--- config.mk ---
export PLATFORM = sky130hd
export DESIGN_NAME = secuencia_control
export DESIGN_NICKNAME = d
export VERILOG_FILES = /design/src/rtl/secuencia_control.sv
export SDC_FILE = /design/constraint.sdc
export NUM_CORES = 1
export LEC_CHECK = 0
export ABC_AREA = 1
export CORE_UTILIZATION = 47
export DETAILED_ROUTE_END_ITERATION = 12
export MAX_ROUTING_LAYER = met4
export PLACE_DENSITY = 0.95
export SLEW_MARGIN = 25
export SYNTH_ARGS = -nofsm -noshare
export SYNTH_HDL_FRONTEND = slang
export SYNTH_SLANG_ARGS = --single-unit
--- constraint.sdc ---
create_clock -name clk -period 4.6 [get_ports clk]
set_input_delay 0.69 -clock clk [delete_from_list [all_inputs] [get_ports clk]]
set_output_delay 0.69 -clock clk [all_outputs]
set_load 0.01 [all_outputs]
--- src/rtl/secuencia_control.sv ---
// Multi-cycle instruction sequencer for the bam register-file/ALU/RAM stage.
// Fetch, decode and execute take one cycle each; cu_* strobes are decoded from state and IR.
module secuencia_control #(
    parameter int unsigned     PC_W     = 8,
    parameter logic [PC_W-1:0] START_PC = '0
) (
    input  logic            clk,
    input  logic            rst,
    input  logic            start,
    output logic [PC_W-1:0] imem_addr,
    input  logic [31:0]     imem_data,
    input  logic            zf_in,
    output logic [4:0]      cu_ra1,
    output logic [4:0]      cu_ra2,
    output logic [2:0]      cu_sel,
    output logic [4:0]      cu_dirb,
    output logic [31:0]     cu_di,
    output logic            cu_reg_write,
    output logic [4:0]      cu_dir,
    output logic            cu_wr,
    output logic [PC_W-1:0] pc,
    output logic            busy,
    output logic            halted,
    output logic            illegal
);

    typedef enum logic [2:0] {IDLE, FETCH, DECODE, EXECUTE, HALT} stateT;

    localparam logic [5:0] OP_RTYPE = 6'h00;
    localparam logic [5:0] OP_BEQ   = 6'h04;
    localparam logic [5:0] OP_LI    = 6'h08;
    localparam logic [5:0] OP_HALT  = 6'h3F;

    stateT       state;
    logic [31:0] ir;
    logic [5:0]  opCode;
    logic [4:0]  rs;
    logic [4:0]  rt;
    logic [4:0]  rd;
    logic [5:0]  funct;
    logic [15:0] imm;
    logic [2:0]  aluSel;
    logic        functOk;
    logic        legal;

    assign opCode = ir[31:26];
    assign rs     = ir[25:21];
    assign rt     = ir[20:16];
    assign rd     = ir[15:11];
    assign funct  = ir[5:0];
    assign imm    = ir[15:0];

    assign imem_addr = pc;
    assign busy      = (state == FETCH) || (state == DECODE) || (state == EXECUTE);
    assign halted    = (state == HALT);

    always_comb begin
        functOk = 1'b1;
        aluSel  = '0;
        case (funct)
            6'h20:   aluSel = 3'b000;
            6'h22:   aluSel = 3'b001;
            6'h24:   aluSel = 3'b010;
            6'h25:   aluSel = 3'b011;
            6'h2A:   aluSel = 3'b100;
            default: functOk = 1'b0;
        endcase
        legal = (opCode == OP_LI) || (opCode == OP_BEQ) || (opCode == OP_HALT)
             || ((opCode == OP_RTYPE) && functOk);
    end

    always_comb begin
        cu_ra1       = '0;
        cu_ra2       = '0;
        cu_sel       = '0;
        cu_dirb      = '0;
        cu_di        = '0;
        cu_reg_write = 1'b0;
        cu_dir       = '0;
        cu_wr        = 1'b0;
        if (state == EXECUTE) begin
            case (opCode)
                OP_RTYPE: begin
                    if (functOk) begin
                        cu_ra1 = rs;
                        cu_ra2 = rt;
                        cu_sel = aluSel;
                        cu_dir = rd;
                        cu_wr  = 1'b1;
                    end
                end
                OP_LI: begin
                    cu_dirb      = rt;
                    cu_di        = {{16{imm[15]}}, imm};
                    cu_reg_write = 1'b1;
                end
                OP_BEQ: begin
                    cu_ra1 = rs;
                    cu_ra2 = rt;
                    cu_sel = 3'b001;
                end
                default: ;
            endcase
        end
    end

    always_ff @(posedge clk) begin
        if (rst) begin
            state   <= IDLE;
            pc      <= START_PC;
            ir      <= '0;
            illegal <= 1'b0;
        end else begin
            case (state)
                IDLE:    if (start) state <= FETCH;
                FETCH:   state <= DECODE;
                DECODE: begin
                    ir    <= imem_data;
                    state <= EXECUTE;
                end
                EXECUTE: begin
                    if (opCode == OP_HALT) begin
                        state <= HALT;
                    end else begin
                        state <= FETCH;
                        if (!legal) illegal <= 1'b1;
                        // Branch offset is the low PC_W bits of imm; the sum wraps.
                        if ((opCode == OP_BEQ) && zf_in)
                            pc <= pc + PC_W'(1) + PC_W'(imm);
                        else
                            pc <= pc + PC_W'(1);
                    end
                end
                HALT:    state <= HALT;
                default: state <= IDLE;
            endcase
        end
    end

endmodule
==> results of run 1 <==
[per-stage QoR]
stage | cells | setup WS, ps | cell area [um2] | hold slack, ps
after global placement | 533 | 1270 | 3680 | 441
after global routing | 541 | 675 | 3800 | 502
final | 541 | 958 | 3800 | 461
after CTS | 541 | 631 | 3790 | 460
after floorplan | 387 | 2210 | 2720 | 430
after detailed placement | 533 | 975 | 3680 | 447
[power groups by stage]
stage / Combinational [mW] / Sequential, mW / Clock, mW
5_1_grt: 0.244 / 0.445 / 0.327
3_3_place_gp: 0.205 / 0.447 / 0
4_1_cts: 0.217 / 0.440 / 0.309
2_1_floorplan: 0.143 / 0.445 / 0
3_5_place_dp: 0.216 / 0.449 / 0
6_report: 0.218 / 0.440 / 0.306
[per-layer routing]
metal	track usage	part of all wire	vias up
met5	-	0	-
met4	0.102	0.026	0
met3	0.0453	0.059	17
met2	0.443	0.53	104
met1	0.263	0.39	1270
li1	-	-	1383
[registers in the layout, summed over array words and instances, names as in the netlist]
signal     cells
ir            32
imem_addr      8
illegal        1
state          3
[cell type report]
| cell class | instances | area share |
|---|---|---|
| multi-input combinational | 249 | 0.365 |
| sequential | 44 | 0.232 |
| clock buffer | 5 | 0.0181 |
| timing repair buffer | 111 | 0.292 |
| tap | 72 | 0.0237 |
| clock inverter | 3 | 0.0122 |
| inverter | 57 | 0.0570 |
[final timing paths]
kind	startpoint	slack, ps	end	depth (start not counted)
worst max register to register	imem_addr[1]	2340	imem_addr[7]	15
worst min register to register	ir[9]	460	ir[9]	2
worst min-delay path	ir[9]	460	ir[9]	2
worst max-delay path	state[1]	960	cu_di[30]	5
[cell usage after synthesis, types with 2 or more instances]
library cell and instances:
nor3_2 3, xor2_1 6, inv_2 2, inv_1 54
nand2_2 5, a21oi_1 44, clkbuf_1 3, nor2_1 45
nand4_1 3, nand3_1 21, o21ai_1 2, nand2_4 2
buf_2 5, nor2_4 3, clkbuf_2 2, buf_4 24
dfxtp_1 44, nor2_2 12, buf_1 2, nand2_1 44
ha_1 9, a31oi_1 2, o211ai_2 2, o21ai_0 35
[worst max-delay path, cell delays in order, from the launching register on]
cell	delay, ps
dfxtp_1	430
nand2_1	160
nor2_4	190
nand2_1	470
nor2_2	690
clkdlybuf4s50_1	690
[kinds of logic after synthesis]
group | after synthesis | synth area share
xor gates and xnor gates | 7 | 0.0225
adders and majority gates | 10 | 0.0487
buffers and inverters | 94 | 0.170
and+or+nand+nor | 144 | 0.263
DFF | 44 | 0.324
AOI/OAI and AO/OA | 88 | 0.172
==> reports/summary.txt, run 1 <==
status -> complete, no violations
number of global-route vias before repair -> 2628
hpwl dp -> 5270 um
via count -> 2774
global-route usage over all layers -> 0.245
flops & latches, synth -> 44
Worst-Margin Slew -> 965 ps
synthesized net count -> 433
Cell Int Power -> 0.673 mW
CTS tree -> built
Logic pwr share -> 0.226
area share of the largest cell type after synthesis -> 0.324
antenna violations before repair -> 0
Final Slew Violations -> 0
Leakage -> 1.49 nW
Cells after Synth -> 387
post-synth cell types -> 37
# hold bufs at CTS -> 0
Slew headroom -> 0.352
Mapped Area -> 0.00272 mm2
Post-CTS Setup Repair Bufs -> 0
Sink Count -> 44
Max Freq -> 275 MHz
cell taking the most area after synthesis -> dfxtp_1
die area -> 0.00610 mm2
Yosys Warn Count -> 0
Top FF cell, synth -> dfxtp_1
Critical Path RT -> 3910 ps
CTS H-tree lvls -> 2
Gates resized, CTS repair -> 0
switching share of power -> 0.302
row count -> 27
Root Buffer -> clkbuf_8
Core Area -> 0.00554 mm2
Worst Path Arrival -> 2950 ps
FF+latch area -> 881 um2
first-pass GRT wire length -> 11500 um
final clock skew -> 9.58 ps
Final ANT Viol Nets -> 0
# diodes -> 0
setup tns final -> 0 ps
post-route minimum period -> 3640 ps
most frequent cells in the layout -> 111 x clkdlybuf4s50_1, 53 x inv_1
Fin. Hold Viols -> 0
Final setup viols -> 0
Sw Pwr -> 0.291 mW
Crit Path Category -> reg2out
Initial DRC Count -> 137
die height -> 78.1 um
Clk Latency, worst-skew pair -> 310 ps
Crit Path Max Fanout -> 22
gr ovfl total -> 0
Final #Nets -> 514
commonest non-fill, non-tap cell in the layout -> clkdlybuf4s50_1
I/O pins -> 112
multi-input combinational cell area -> 0.00139 mm2
layout cells sized above 1 -> 0.0896
Vias/cell -> 5.13
Clk network pwr share -> 0.318
crit share post-route -> 0.792
IO buf count -> 111
CP Capture Type -> output port
CP startpoint kind -> flip-flop
synthesized area per cell -> 7.03 um2
Seq/Total Area, Yosys -> 0.324
WL per Instance -> 13.0 um
width of the chip -> 78.1 um
TritonCTS Buffers -> 5
Seq pwr share -> 0.457
Initial Util -> 0.491
RSZ-0062 raised after global routing -> no
Total Power -> 0.965 mW
ys async rst share -> 0
largest net degree at the start of global routing -> 64
Clock transition at path regs -> 80 ps
FILL cells -> 482
Placer Congestion -> 0.876
max_cap viols -> 0
DRC Markers -> 0
fin util -> 0.686
worst-case clock buffer depth -> 2
Hold WC Path Type -> reg2reg
Worst VDD drop -> 0.169 mV
Synth area leaders -> dfxtp_1 32%, a21oi_1 8.1%, inv_1 7.4%, buf_4 6.6%, o21ai_0 6.4%
Area Growth Syn to Fin -> 39.6%
final wirelength -> 7010 um
DR pass1 iterations -> 4
Pwr Density -> 254 mW/mm2
EDFF count, synth -> 0
Power figures use the tool's default switching activity.
==> inputs of run 2 (changes only) <==
--- a/config.mk
+++ b/config.mk
@@ -6,10 +6,10 @@
 export NUM_CORES = 1
 export LEC_CHECK = 0
 export ABC_AREA = 1
-export CORE_UTILIZATION = 47
+export CORE_UTILIZATION = 43
 export DETAILED_ROUTE_END_ITERATION = 12
 export MAX_ROUTING_LAYER = met4
-export PLACE_DENSITY = 0.95
+export PLACE_DENSITY = 0.88
 export SLEW_MARGIN = 25
 export SYNTH_ARGS = -nofsm -noshare
 export SYNTH_HDL_FRONTEND = slang
==> constraint.sdc (replaced) <==
create_clock -name clk -period 3.4 [get_ports clk]
set_input_delay 0.51 -clock clk [delete_from_list [all_inputs] [get_ports clk]]
set_output_delay 0.51 -clock clk [all_outputs]
set_load 0.01 [all_outputs]
==> run 2 against run 1 <==
Effect of this change: design area about the same; sequential share of layout area barely moved; first-iteration DRC count grew 6.6%; wire length increased by 2.3%; total power rose by 28%; clock skew fell by 1.7 ps; sequential cell count is the same; critical endpoint is now cu_di[28]; largest power group unchanged.
==> reports/summary.txt, run 2 (synthesized netlist as in run 1, its figures left out) <==
DRC Markers -> 0 (unchanged)
Max Freq -> 344 MHz
via count -> 2737 (-1.3%)
Initial Util -> 0.452 (-0.0396)
Final ANT Viol Nets -> 0 (unchanged)
# hold bufs at CTS -> 0 (unchanged)
CP startpoint kind -> flip-flop
DR pass1 iterations -> 7 (+3)
Hold Path Sink -> ir[9]
Cell Int Power -> 0.855 mW (+27%)
Hold WC Path Type -> reg2reg
post-route minimum period -> 2900 ps
Worst Path Arrival -> 2390 ps (-560 ps)
die height -> 81.6 um (+4.4%)
width of the chip -> 81.6 um (+4.4%)
gr ovfl total -> 0 (unchanged)
Slew headroom -> 0.357 (+0.00423)
WL per Instance -> 13.1 um (+1.2%)
FILL cells -> 557 (+16%)
Logic pwr share -> 0.238 (+0.012)
IO buf count -> 111 (unchanged)
layout cells sized above 1 -> 0.0911 (+0.00155)
status -> complete, no violations
largest net degree at the start of global routing -> 64 (unchanged)
internal reg-to-reg setup slack -> 1220 ps (-1120 ps)
Crit path max-delay family -> buffers and inverters
number of global-route vias before repair -> 2493 (-5.1%)
Critical Path RT -> 2890 ps (-1020 ps)
Leakage -> 1.49 nW (+0.26%)
Area Growth Syn to Fin -> 39.5% (about the same)
hpwl dp -> 5460 um (+3.6%)
die area -> 0.00665 mm2 (+9.1%)
crit-path cells -> nor2_4, nand2_4, nor3_2, nand2_1, buf_4, nor2_1, buf_4, clkdlybuf4s50_1
# diodes -> 0 (unchanged)
CTS tree -> built
Final Slew Violations -> 0 (unchanged)
Sw Pwr -> 0.382 mW (+31%)
Root Buffer -> clkbuf_8
Sink Count -> 44 (unchanged)
Placer Congestion -> 0.828 (-5.4%)
Fin. Hold Viols -> 0 (unchanged)
fin cells -> 547 (+1.1%)
register with the most flip-flops -> ir
fin worst setup slack -> 496 ps (-462 ps)
Core Area -> 0.00603 mm2 (+8.8%)
I/O pins -> 112 (unchanged)
first-pass GRT wire length -> 11100 um (-3.5%)
worst reg2reg startpoint -> imem_addr[1]
Worst-Margin Slew -> 962 ps (-3.78 ps)
setup tns final -> 0 ps (unchanged)
Slowest-stage cell, CP -> clkdlybuf4s50_1
crit path buf inv count -> 3 (+2)
fin util -> 0.630 (-0.0557)
row count -> 28 (+3.7%)
CP Capture Type -> output port
TritonCTS Buffers -> 5 (unchanged)
Placement Setup Slack -> 840 ps (-135 ps)
max reg flops -> 32 (unchanged)
Crit Path Max Fanout -> 17 (-23%)
Gates resized, CTS repair -> 0 (unchanged)
Total Power -> 1.24 mW (+28%)
Clock transition at path regs -> 80 ps (about the same)
Post-CTS Setup Repair Bufs -> 0 (unchanged)
CTS H-tree lvls -> 2 (unchanged)
Initial DRC Count -> 146 (+6.6%)
dpl cells -> 539 (+1.1%)
Pwr Density -> 326 mW/mm2 (+28%)
most frequent cells in the layout -> 111 x clkdlybuf4s50_1, 54 x inv_1, 45 x nor2_1
max_cap viols -> 0 (unchanged)
Vias/cell -> 5.00 (-2.4%)
commonest non-fill, non-tap cell in the layout -> clkdlybuf4s50_1
switching share of power -> 0.309 (+0.00712)
final wirelength -> 7170 um (+2.3%)
most frequent CP cell -> buf_4
hold_sp -> ir[9]
worst-case clock buffer depth -> 2 (unchanged)
RSZ-0062 raised after global routing -> no
CP max stage delay -> 580 ps (-110 ps)
Worst VDD drop -> 0.210 mV (+24%)
Worst Setup SP -> ir[31]
crit share post-route -> 0.854
global-route usage over all layers -> 0.225 (-0.0204)
hold path cells -> 2 (unchanged)
FF-to-FF End -> imem_addr[6]
Seq pwr share -> 0.482 (+0.025)
Final setup viols -> 0 (unchanged)
Clk network pwr share -> 0.280 (-0.038)
Clk Latency, worst-skew pair -> 300 ps (about the same)
Final #Nets -> 517 (+0.58%)
final clock skew -> 7.89 ps (-1.69 ps)
antenna violations before repair -> 0 (unchanged)
Crit Path Category -> reg2out
worst r2r path cells -> 15 (unchanged)
==> run 2: layout make-up <==
cell class,instances,area [um2],area share
clock buffer,7,86.3,0.0227
timing repair buffer,114,1130,0.299
inverter,57,216,0.0570
clock inverter,1,7.51,0.00198
multi-input combinational,249,1380,0.363
sequential,44,881,0.232
tap,75,93.8,0.0247
==> run 2: how the worst max path moves through the flow <==
stage	end	slack, ps	cells after the start
6_report	cu_di[28]	500	8
5_1_grt	cu_di[28]	290	8
4_1_cts	cu_di[28]	500	8
3_5_place_dp	cu_di[28]	840	8
3_3_place_gp	cu_di[19]	930	8
2_1_floorplan	cu_di[16]	1190	6
==> run 2: metrics by stage <==
| step | area [um2] | hold slack [ps] |
|---|---|---|
| 6_report | 3800 | 457 |
| 2_1_floorplan | 2720 | 430 |
| 3_5_place_dp | 3700 | 447 |
| 3_3_place_gp | 3700 | 438 |
| 4_1_cts | 3800 | 459 |
| 5_1_grt | 3800 | 486 |
==> run 2: worst min-delay path, cell delays in order, from the launching register on <==
cell and delay, ps:
dfxtp_1 300, inv_1 60, a21oi_1 60
==> run 2: layer usage <==
| layer | global-route usage | up-vias | share of wire |
|---|---|---|---|
| li1 | - | 1383 | - |
| met1 | 0.256 | 1246 | 0.42 |
| met2 | 0.398 | 94 | 0.52 |
| met3 | 0.0344 | 14 | 0.052 |
| met4 | 0.0786 | 0 | 0.014 |
| met5 | - | - | 0 |
==> run 2: power by group through the flow <==
stage | Combinational [mW] | Sequential, mW | Clock [mW]
2_1_floorplan | 0.194 | 0.603 | 0
3_3_place_gp | 0.282 | 0.605 | 0
3_5_place_dp | 0.291 | 0.608 | 0
4_1_cts | 0.294 | 0.596 | 0.353
5_1_grt | 0.329 | 0.603 | 0.377
6_report | 0.295 | 0.596 | 0.347
